$ cat src/rtl/jtframe_prog_pkg.sv
// Shared types for the ioctl-to-SDRAM programming packer: queued byte entry,
// write FSM states and active-low byte-enable constants.
package jtframe_prog_pkg;

  // Widest word address an entry can carry; the top truncates to SDRAMW.
  localparam int ADDR_MAX = 24;

  typedef struct packed {
    logic [1:0]          ba;
    logic [ADDR_MAX-1:0] addr;
    logic [7:0]          data;
    logic                lane;
  } entry_t;

  typedef enum logic [1:0] {IDLE, REQ, WAIT} state_t;

  localparam logic [1:0] MASK_LO   = 2'b10;
  localparam logic [1:0] MASK_HI   = 2'b01;
  localparam logic [1:0] MASK_BOTH = 2'b00;
  localparam logic [1:0] MASK_NONE = 2'b11;

  // Two bytes can share one 16-bit write when they hit opposite lanes of one word.
  function automatic logic pair_ok(input entry_t a, input entry_t b);
    return (a.ba == b.ba) && (a.addr == b.addr) && (a.lane != b.lane);
  endfunction

endpackage

$ cat src/rtl/jtframe_prog_fifo.sv
// Small synchronous FIFO of packer entries. Head and head+1 are read
// combinationally so the packer can decide a merge in the same cycle.
module jtframe_prog_fifo
  import jtframe_prog_pkg::*;
#(
  parameter int AW = 2
)(
  input  logic       clk,
  input  logic       rst,
  input  logic       push,
  input  entry_t     din,
  input  logic [1:0] pop,
  output entry_t     head,
  output entry_t     head1,
  output logic       empty,
  output logic       full,
  output logic       two
);

  localparam int DEPTH = 2**AW;

  entry_t          mem [DEPTH];
  logic [AW-1:0]   wr_ptr_reg, rd_ptr_reg;
  logic [AW:0]     count_reg;
  logic            wr_en;

  // A push on a full FIFO still lands when the same cycle frees a slot.
  assign wr_en = push && (!full || (pop != 2'd0));
  assign empty = (count_reg == '0);
  assign full  = (count_reg == (AW+1)'(DEPTH));
  assign two   = (count_reg >= (AW+1)'(2));
  assign head  = mem[rd_ptr_reg];
  assign head1 = mem[rd_ptr_reg + AW'(1)];

  always_ff @(posedge clk) begin
    if (wr_en) mem[wr_ptr_reg] <= din;
  end

  always_ff @(posedge clk) begin
    if (rst) begin
      wr_ptr_reg <= '0;
      rd_ptr_reg <= '0;
      count_reg  <= '0;
    end else begin
      if (wr_en) wr_ptr_reg <= wr_ptr_reg + AW'(1);
      rd_ptr_reg <= rd_ptr_reg + AW'(pop);
      count_reg  <= count_reg + (AW+1)'(wr_en) - (AW+1)'(pop);
    end
  end

endmodule

$ cat src/rtl/jtframe_prog_packer.sv
// Turns the 8-bit ioctl download stream into banked 16-bit SDRAM programming
// writes, with header skip, lane swap, FIFO buffering and byte-pair merging.
module jtframe_prog_packer
  import jtframe_prog_pkg::*;
#(
  parameter int          SDRAMW    = 22,
  parameter int          BANKS     = 4,
  parameter logic [24:0] BA1_START = 25'h40_0000,
  parameter logic [24:0] BA2_START = 25'h80_0000,
  parameter logic [24:0] BA3_START = 25'hC0_0000,
  parameter int          HEADER    = 0,
  parameter bit          SWAB      = 0,
  parameter int          FIFO_AW   = 2,
  parameter bit          MERGE     = 1
)(
  input  logic              clk,
  input  logic              rst,
  input  logic              downloading,
  input  logic [24:0]       ioctl_addr,
  input  logic [7:0]        ioctl_dout,
  input  logic              ioctl_wr,
  output logic [SDRAMW-1:0] prog_addr,
  output logic [15:0]       prog_data,
  output logic [1:0]        prog_mask,
  output logic [1:0]        prog_ba,
  output logic              prog_we,
  input  logic              prog_ack,
  input  logic              prog_rdy,
  output logic              dwnld_busy,
  output logic              ovf
);

  localparam logic [24:0] HDR = 25'(HEADER);
  localparam logic [24:0] START [4] = '{25'd0, BA1_START, BA2_START, BA3_START};

  logic [24:0] eff, off;
  logic [3:1]  bank_ge;
  logic [1:0]  bank;
  logic        accept;
  entry_t      in_entry;

  assign accept = ioctl_wr && downloading && (ioctl_addr >= HDR);
  assign eff    = ioctl_addr - HDR;

  generate
    for (genvar gi = 1; gi < 4; gi++) begin : g_bank
      assign bank_ge[gi] = (gi < BANKS) && (eff >= START[gi]);
    end
  endgenerate

  // Starts ascend, so the last matching bank is the highest one.
  always_comb begin
    bank = 2'd0;
    for (int b = 1; b < 4; b++) if (bank_ge[b]) bank = 2'(b);
  end

  assign off = eff - START[bank];

  always_comb begin
    in_entry.ba   = bank;
    in_entry.addr = ADDR_MAX'(SDRAMW'(off >> 1));
    in_entry.data = ioctl_dout;
    in_entry.lane = off[0] ^ SWAB;
  end

  entry_t     head, head1;
  logic       fifo_empty, fifo_full, fifo_two, push;
  logic [1:0] pop;

  jtframe_prog_fifo #(.AW(FIFO_AW)) u_fifo (
    .clk   (clk),
    .rst   (rst),
    .push  (push),
    .din   (in_entry),
    .pop   (pop),
    .head  (head),
    .head1 (head1),
    .empty (fifo_empty),
    .full  (fifo_full),
    .two   (fifo_two)
  );

  state_t state_reg, state_next;
  logic   pair_fifo, pair_push, load, merged, ovf_set, dl_reg;
  logic [7:0] second_data;

  always_ff @(posedge clk) begin
    if (rst) state_reg <= IDLE;
    else     state_reg <= state_next;
  end

  always_comb begin
    state_next = state_reg;
    unique case (state_reg)
      IDLE:    if (!fifo_empty) state_next = REQ;
      REQ:     if (prog_ack)    state_next = prog_rdy ? IDLE : WAIT;
      WAIT:    if (prog_rdy)    state_next = IDLE;
      default: state_next = IDLE;
    endcase
  end

  // A lone queued byte can also pair with the byte being pushed this cycle.
  always_comb begin
    pair_fifo   = MERGE && fifo_two && pair_ok(head, head1);
    pair_push   = MERGE && !fifo_empty && !fifo_two && accept && pair_ok(head, in_entry);
    load        = (state_reg == IDLE) && !fifo_empty;
    merged      = load && (pair_fifo || pair_push);
    second_data = pair_fifo ? head1.data : in_entry.data;
    pop         = !load ? 2'd0 : (pair_fifo ? 2'd2 : 2'd1);
    push        = accept && !(load && pair_push);
    ovf_set     = push && fifo_full && (pop == 2'd0);
  end

  always_ff @(posedge clk) begin
    if (rst) begin
      prog_we    <= 1'b0;
      prog_addr  <= '0;
      prog_data  <= '0;
      prog_mask  <= MASK_NONE;
      prog_ba    <= '0;
      dwnld_busy <= 1'b0;
      ovf        <= 1'b0;
      dl_reg     <= 1'b0;
    end else begin
      if (load) begin
        prog_we   <= 1'b1;
        prog_ba   <= head.ba;
        prog_addr <= SDRAMW'(head.addr);
        if (merged) begin
          prog_data <= head.lane ? {head.data, second_data} : {second_data, head.data};
          prog_mask <= MASK_BOTH;
        end else begin
          prog_data <= {head.data, head.data};
          prog_mask <= head.lane ? MASK_HI : MASK_LO;
        end
      end else if ((state_reg == REQ) && prog_ack) begin
        prog_we <= 1'b0;
      end
      dl_reg     <= downloading;
      dwnld_busy <= downloading || !fifo_empty || (state_next != IDLE);
      if (ovf_set)                  ovf <= 1'b1;
      else if (downloading && !dl_reg) ovf <= 1'b0;
    end
  end

endmodule

$ cat config.mk
export PLATFORM = sky130hd
export DESIGN_NAME = jtframe_prog_packer
export DESIGN_NICKNAME = d
export VERILOG_FILES = /design/src/rtl/jtframe_prog_pkg.sv /design/src/rtl/jtframe_prog_fifo.sv /design/src/rtl/jtframe_prog_packer.sv
export SDC_FILE = /design/constraint.sdc
export NUM_CORES = 1
export LEC_CHECK = 0
export BUFFER_PORTS_ARGS = -buffer_cell sky130_fd_sc_hd__buf_4
export CAP_MARGIN = 20
export CORE_UTILIZATION = 27
export CTS_CLUSTER_DIAMETER = 50
export DETAILED_ROUTE_END_ITERATION = 7
export PLACE_DENSITY = 0.49
export SLEW_MARGIN = 25
export SYNTH_ARGS = -nofsm -noshare
export SYNTH_HDL_FRONTEND = slang
export SYNTH_SLANG_ARGS = --single-unit
export TNS_END_PERCENT = 100
$ cat constraint.sdc
create_clock -name clk -period 3 [get_ports clk]
set_input_delay 0.6 -clock clk [delete_from_list [all_inputs] [get_ports clk]]
set_output_delay 0.6 -clock clk [all_outputs]
set_load 0.02 [all_outputs]
Yosys cells after proc, flatten, opt, wreduce, memory -nomap -nowiden
Memory sizes are Yosys's and may differ from the RTL's. A register that Yosys moved wholly into a read port is not among the register bits.
Index checks and enable logic that the tools add are counted.
Storage, ports and cells
  flip-flop bits (word level): 55
  bits in writable memories: 132
  bits of input ports: 39
  output and inout bits: 45
  word-level logic and storage cells: 95
  memories kept: 1
Cells by class
  add/sub/neg operators: 6
  magnitude comparators: 6
  equality and inequality tests: 9
  multiplexer cells: 25
  bitwise gates (word level): 1
  reduce and logical (&&, ||, !) cells: 35
Memory list
  u_fifo.mem: depth 4, width 33, read ports 2, clocked after memory_dff 1, write ports 1, line jtframe_prog_fifo.sv:22  | entry_t mem [DEPTH];
Operators with widths (count)
  $bmux W25 S2: 1
  $ge A25 B24 Y1 const B: 2
  $mux W23: 2
  $mux W16: 2
  $ge A25 B1 Y1 const B: 1
  $ge A25 B23 Y1 const B: 1
  $eq A24 B22 Y1: 1
  $eq A24 B24 Y1: 1
  $sub A23 B23 Y23: 1
  $mux W2: 11
  $logic_and A1 B1 Y1: 19
  $mux W8: 1
  $reduce_bool A2 Y1: 4
  $mux W1: 7
  $pmux W2 S3: 1
  $logic_not A1 Y1: 5
  $add A2 B1 Y2 const B: 2
  $eq A2 B2 Y1: 2
  $logic_not A2 Y1: 2
  $logic_or A1 B1 Y1: 4
  $add A3 B1 Y3: 1
  $eq A3 B3 Y1 const B: 1
  $ge A3 B2 Y1 const B: 1
  $ge A3 B3 Y1 const B: 1
  other kinds (7): 8

Logic depth before layout (Yosys ltp)
  word-level depth: 19
  mapped depth: 18
  gate-level depth less buffers: 15

Hierarchy
Synthesis repeated with hierarchy kept, for this count alone.
Unflattened totals
  cell total of the unflattened synthesis: 623
  area total of the unflattened synthesis: 9251.4 µm²
Modules (own cells, without submodules)
  jtframe_prog_fifo: instances 1, cells an instance 278, area an instance 6470.0 µm², seq. area each 4344.2 µm²
  jtframe_prog_packer: instances 1, cells an instance 345, area an instance 2781.4 µm², seq. area each 960.9 µm²

Worst setup path before layout
Ideal clock, no wire load.
  path kind: register to register
  from: register u_fifo.rd_ptr_reg[1]
  to: register u_fifo.count_reg[2]
  setup time: 0.128 ns
  arrival: 3.194 ns
  data required time: 2.872 ns
  setup slack: -0.322 ns
  stages on the path, launching flop included: 17
  path buffers: 3
  clock period less this slack: 3.322 ns
  cells stage by stage: dfxtp_1 buf_6 buf_6 buf_6 o311a_1 nor3_1 o311ai_1 nor4_4 nor2_1 ha_1 inv_1 ha_1 inv_1 fa_1 xor2_1 xnor2_1 nor2_1
On the way
  longest elaborated chain between the ends: 13
  elaborated cells between the ends (all ways): 15
  classes of those cells: add/sub: 3; eq/ne: 3; mux: 2; reduce/logical: 6; memory: 1
RTL lines
  start, declared: line jtframe_prog_fifo.sv:23  | logic [AW-1:0] wr_ptr_reg, rd_ptr_reg;
  start signal, assigned: line jtframe_prog_fifo.sv:46  | rd_ptr_reg <= rd_ptr_reg + AW'(pop);
  $add A2 B1 Y2 (*): line jtframe_prog_fifo.sv:33  | assign head1 = mem[rd_ptr_reg + AW'(1)];
  $mem_v2 Z4 W33 (*)
  $eq A24 B24 Y1 / $eq A2 B2 Y1 (equally long branches): line jtframe_prog_pkg.sv:24  | return (a.ba == b.ba) && (a.addr == b.addr) && (a.lane != b.lane);
  $logic_and A1 B1 Y1: line jtframe_prog_pkg.sv:24
  $logic_and A1 B1 Y1 (*): line jtframe_prog_pkg.sv:24
  $logic_and A1 B1 Y1 (*): line jtframe_prog_packer.sv:104  | pair_fifo = MERGE && fifo_two && pair_ok(head, head1);
  $mux W2 (*) (2 in series): line jtframe_prog_packer.sv:109  | pop = !load ? 2'd0 : (pair_fifo ? 2'd2 : 2'd1);
  $reduce_bool A2 Y1: line jtframe_prog_fifo.sv:28  | assign wr_en = push && (!full || (pop != 2'd0));
  $logic_or A1 B1 Y1: line jtframe_prog_fifo.sv:28
  $logic_and A1 B1 Y1: line jtframe_prog_fifo.sv:28
  $add A3 B1 Y3: line jtframe_prog_fifo.sv:47  | count_reg <= count_reg + (AW+1)'(wr_en) - (AW+1)'(pop);
  $sub A3 B2 Y3 (*): line jtframe_prog_fifo.sv:47
  end signal, assigned: line jtframe_prog_fifo.sv:47
  end, declared: line jtframe_prog_fifo.sv:24  | logic [AW:0] count_reg;
Every way passes the cells marked *; elsewhere a longest branch is shown, timed or not.
A chain may end at the register's enable or synchronous reset.

==> run metrics <==
Yosys top cell by area=edfxtp_1; Top reg by flops=u_fifo.mem; GRT overflow=0; Final Max Tran Viols=0; Global Route Usage Sum=19.05%; worst reg2reg setup slack=-410 ps; number of synthesized flops with an enable pin=132; Remaining DRCs=0; Chip Height=189.6 um; root buffer cell=clkbuf_16; CP Max Fanout=2; maxcap violations=0; Synth area leaders=edfxtp_1, dfxtp_1, mux4_2, xor2_1, xnor2_1; Final nets=1137; Crit path required time=3330 ps; CTS tree=built; syn avg cell area=12.31 um2; Switching Share=36.87%; DIE AREA=35960 um2; sequential area share after synthesis=53.28%; Adder-Cell Fraction of Synth Area=1.263%; Sum Neg Setup Slack=-29640 ps; DR vias/cell=4.936; vias in the first global route=7794; Initial Util=27.45%; Tmin final=3408 ps; Synth top cells by count=edfxtp_1, dfxtp_1, xor2_1; critical path class=reg2reg; Worst setup startpoint=u_fifo.mem[1][14]$_DFFE_PP_; pin count of the biggest net entering global routing=53; WL met3=1.619 mm; Hold Violations, Final=0; fraction of layout cells with a size suffix above 1=43.38%; Final Wtd Congestion=0.8987; Hold Path Origin=prog_rdy; Syn-to-layout area delta=46.80%; Final WS setup=-408.4 ps; worst vdd ir=404.2 uV; H-tree depth=4; WL final=33.14 mm; synthesized area=9507 um2; Post-DP Area=12280 um2; post-synthesis register bit count=187; clock-pin slew on the worst setup and hold paths=80 ps; worst hold path depth=2; ANT cells=0; Port Buffers=83; # clock sinks=187; Synthesis Warnings=0; clock share of power=21.9%; Comb pwr share=45.1%; Critical Path AT=3740 ps; fillers=3268; pwr dens=728.7 nW/um2; die width=189.6 um; dpl hpwl=23.08 mm; post-synthesis async set-or-reset flop share=0%; Largest register FFs=132; Iter 0 DRT Violations=600; R2R depth=16; share of the synthesized area in the top cell type=41.70%; xor and xnor area share after synthesis=9.581%; Met1 Wirelength=15.37 mm; num rows=68; cts hold-fix bufs=0; CTS Buffer Depth=2; io pins=84; first-pass GRT wire length=50.33 mm; crit end category=register; Compound-Gate Fraction of Synth Area=11.38%; Worst-Margin Slew=637.6 ps; top-count cell post-synth=edfxtp_1; initial antenna violation count=0; Synth Net Count=820; worst skew pair latency=450 ps; drt wl/cell=21.29 um; vias post-DR=7686; worst relative slew slack=57.50%; Synth Flop Type=edfxtp_1; Internal Power=6.420 mW; drt first pass iters=6; Layout Skew=12.91 ps; Distinct cells, synth=72; Cells after Synth=772; final worst-path cycle share=113.6%; Top Registers=u_fifo.mem x132, prog_addr x22, prog_data x16; CP startpoint kind=register; Reg2Reg Capture Point=u_fifo.count_reg[2]$_SDFF_PP0_; Hold Path End=state_reg[1]$_SDFF_PP0_; post-synthesis simple-gate area fraction=10.29%; Seq pwr share=33.0%; post-route antenna net violation count=0; uppermost layer routed=met4; Final Cell Area=13960 um2; RSZ-0062 raised after global routing=true; RR Startpoint=u_fifo.mem[1][14]$_DFFE_PP_; Core ar.=34630 um2; CTS buffer count=17; final setup fails=152; Sw Pwr=3.750 mW; post-synthesis mux area share=10.88%; routed wl met2=15.39 mm; failing checks=setup timing; Leak=5.221 nW; main combinational cell family by area after synthesis=compound AO/OA/AOI/OAI gates; pre-CTS setup slack=-634.1 ps; Fmax=0.2934 GHz; Tightest Hold Check Type=in2reg; status=complete, but fails checks
[layout make-up]
type                    count  area [um2]  share of cell area [%]
clock inverters            13       125.1                  0.8965
well taps                 455       569.3                   4.079
repair buffers            338        3078                   22.05
clock buffers              19       442.9                   3.174
inverters                  24       92.59                  0.6634
flip-flops and latches    187        5072                   36.35
multi-input cells         521        4576                   32.79
[power by group through the flow]
| stage | sequential [mW] | clock [mW] | combinational, mW |
|---|---|---|---|
| 2_1_floorplan | 3.64 | 0 | 1.98 |
| 3_3_place_gp | 3.44 | 0 | 4.01 |
| 5_1_grt | 3.40 | 2.37 | 4.90 |
| 3_5_place_dp | 3.45 | 0 | 4.00 |
| 6_report | 3.36 | 2.23 | 4.58 |
| 4_1_cts | 3.36 | 2.27 | 4.41 |
[cell families (layout without fill, tap and decap cells)]
group | after synthesis | in the layout
AND/OR/NAND/NOR | 182 | 182
adder cells (fa/ha/maj) | 9 | 9
buffers and inverters | 65 | 394
AO/OA/AOI/OAI | 158 | 159
flip-flops | 187 | 187
XOR/XNOR | 104 | 104
multiplexers | 67 | 67
[timing repair]
item | in CTS | in global routing
endpoints found under the setup margin | 153 | 157
pin swaps | 31 | 42
resized for setup | 73 | 72
buffers inserted | 23 | 11
cloned | 17 | 0
[worst max-delay path: stages (launching register included)]
cell      delay (ps)
edfxtp_1         420
xor2_1           190
nor4_1           330
buf_4            200
a31oi_4           90
and4bb_2         330
nand2_2           70
nor4_4           380
nor2_2            80
ha_1             280
inv_1             60
ha_1             130
inv_1             50
fa_2             330
xor2_1           170
xnor2_1          130
nor2_1            50
[worst max-delay path by stage]
| stage | slack (ps) | endpoint | cells past startpoint |
|---|---|---|---|
| floorplan | -290 | u_fifo.count_reg[2]$_SDFF_PP0_ | 15 |
| global placement | -600 | u_fifo.count_reg[2]$_SDFF_PP0_ | 16 |
| detailed placement | -630 | u_fifo.count_reg[2]$_SDFF_PP0_ | 17 |
| CTS | -400 | u_fifo.count_reg[2]$_SDFF_PP0_ | 16 |
| global route | -500 | u_fifo.count_reg[2]$_SDFF_PP0_ | 16 |
| finish | -410 | u_fifo.count_reg[2]$_SDFF_PP0_ | 16 |
[placed cells by master (no fill, tap or decap), drive strengths merged, types with 4 or more instances in the layout]
| cell type | n |
|---|---|
| dfxtp | 55 |
| mux2 | 8 |
| or3b | 4 |
| xnor2 | 51 |
| nor2b | 19 |
| xor2 | 53 |
| nand4 | 7 |
| a211oi | 8 |
| o21ai | 32 |
| a21oi | 42 |
| edfxtp | 132 |
| nand2 | 45 |
| or2 | 4 |
| o2bb2ai | 8 |
| mux2i | 31 |
| mux4 | 28 |
| clkbuf | 19 |
| nor2 | 29 |
| and2 | 13 |
| buf | 337 |
| clkinv | 5 |
| a31oi | 8 |
| ha | 8 |
| nand2b | 11 |
| inv | 32 |
| a32oi | 16 |
| nor3 | 13 |
| nand3 | 9 |
| nor4 | 18 |
[per-stage QoR]
stage	hold slack [ps]	std cells	util (%)	total power, mW
after floorplan	491.3	772	-	5.626
after global placement	446.0	1487	35.46	7.447
after detailed placement	449.7	1487	35.46	7.446
after CTS	308.0	1558	39.82	10.04
after global routing	323.5	1557	40.30	10.67
final	321.1	1557	40.30	10.17
[per-layer routing]
layer | global-route usage (%) | vias up
met3 | 2.951 | 32
met2 | 30.25 | 206
li1 | - | 3576
met5 | 0 | -
met4 | 5.769 | 0
met1 | 26.60 | 3872
(Power assumes the default switching activity.)
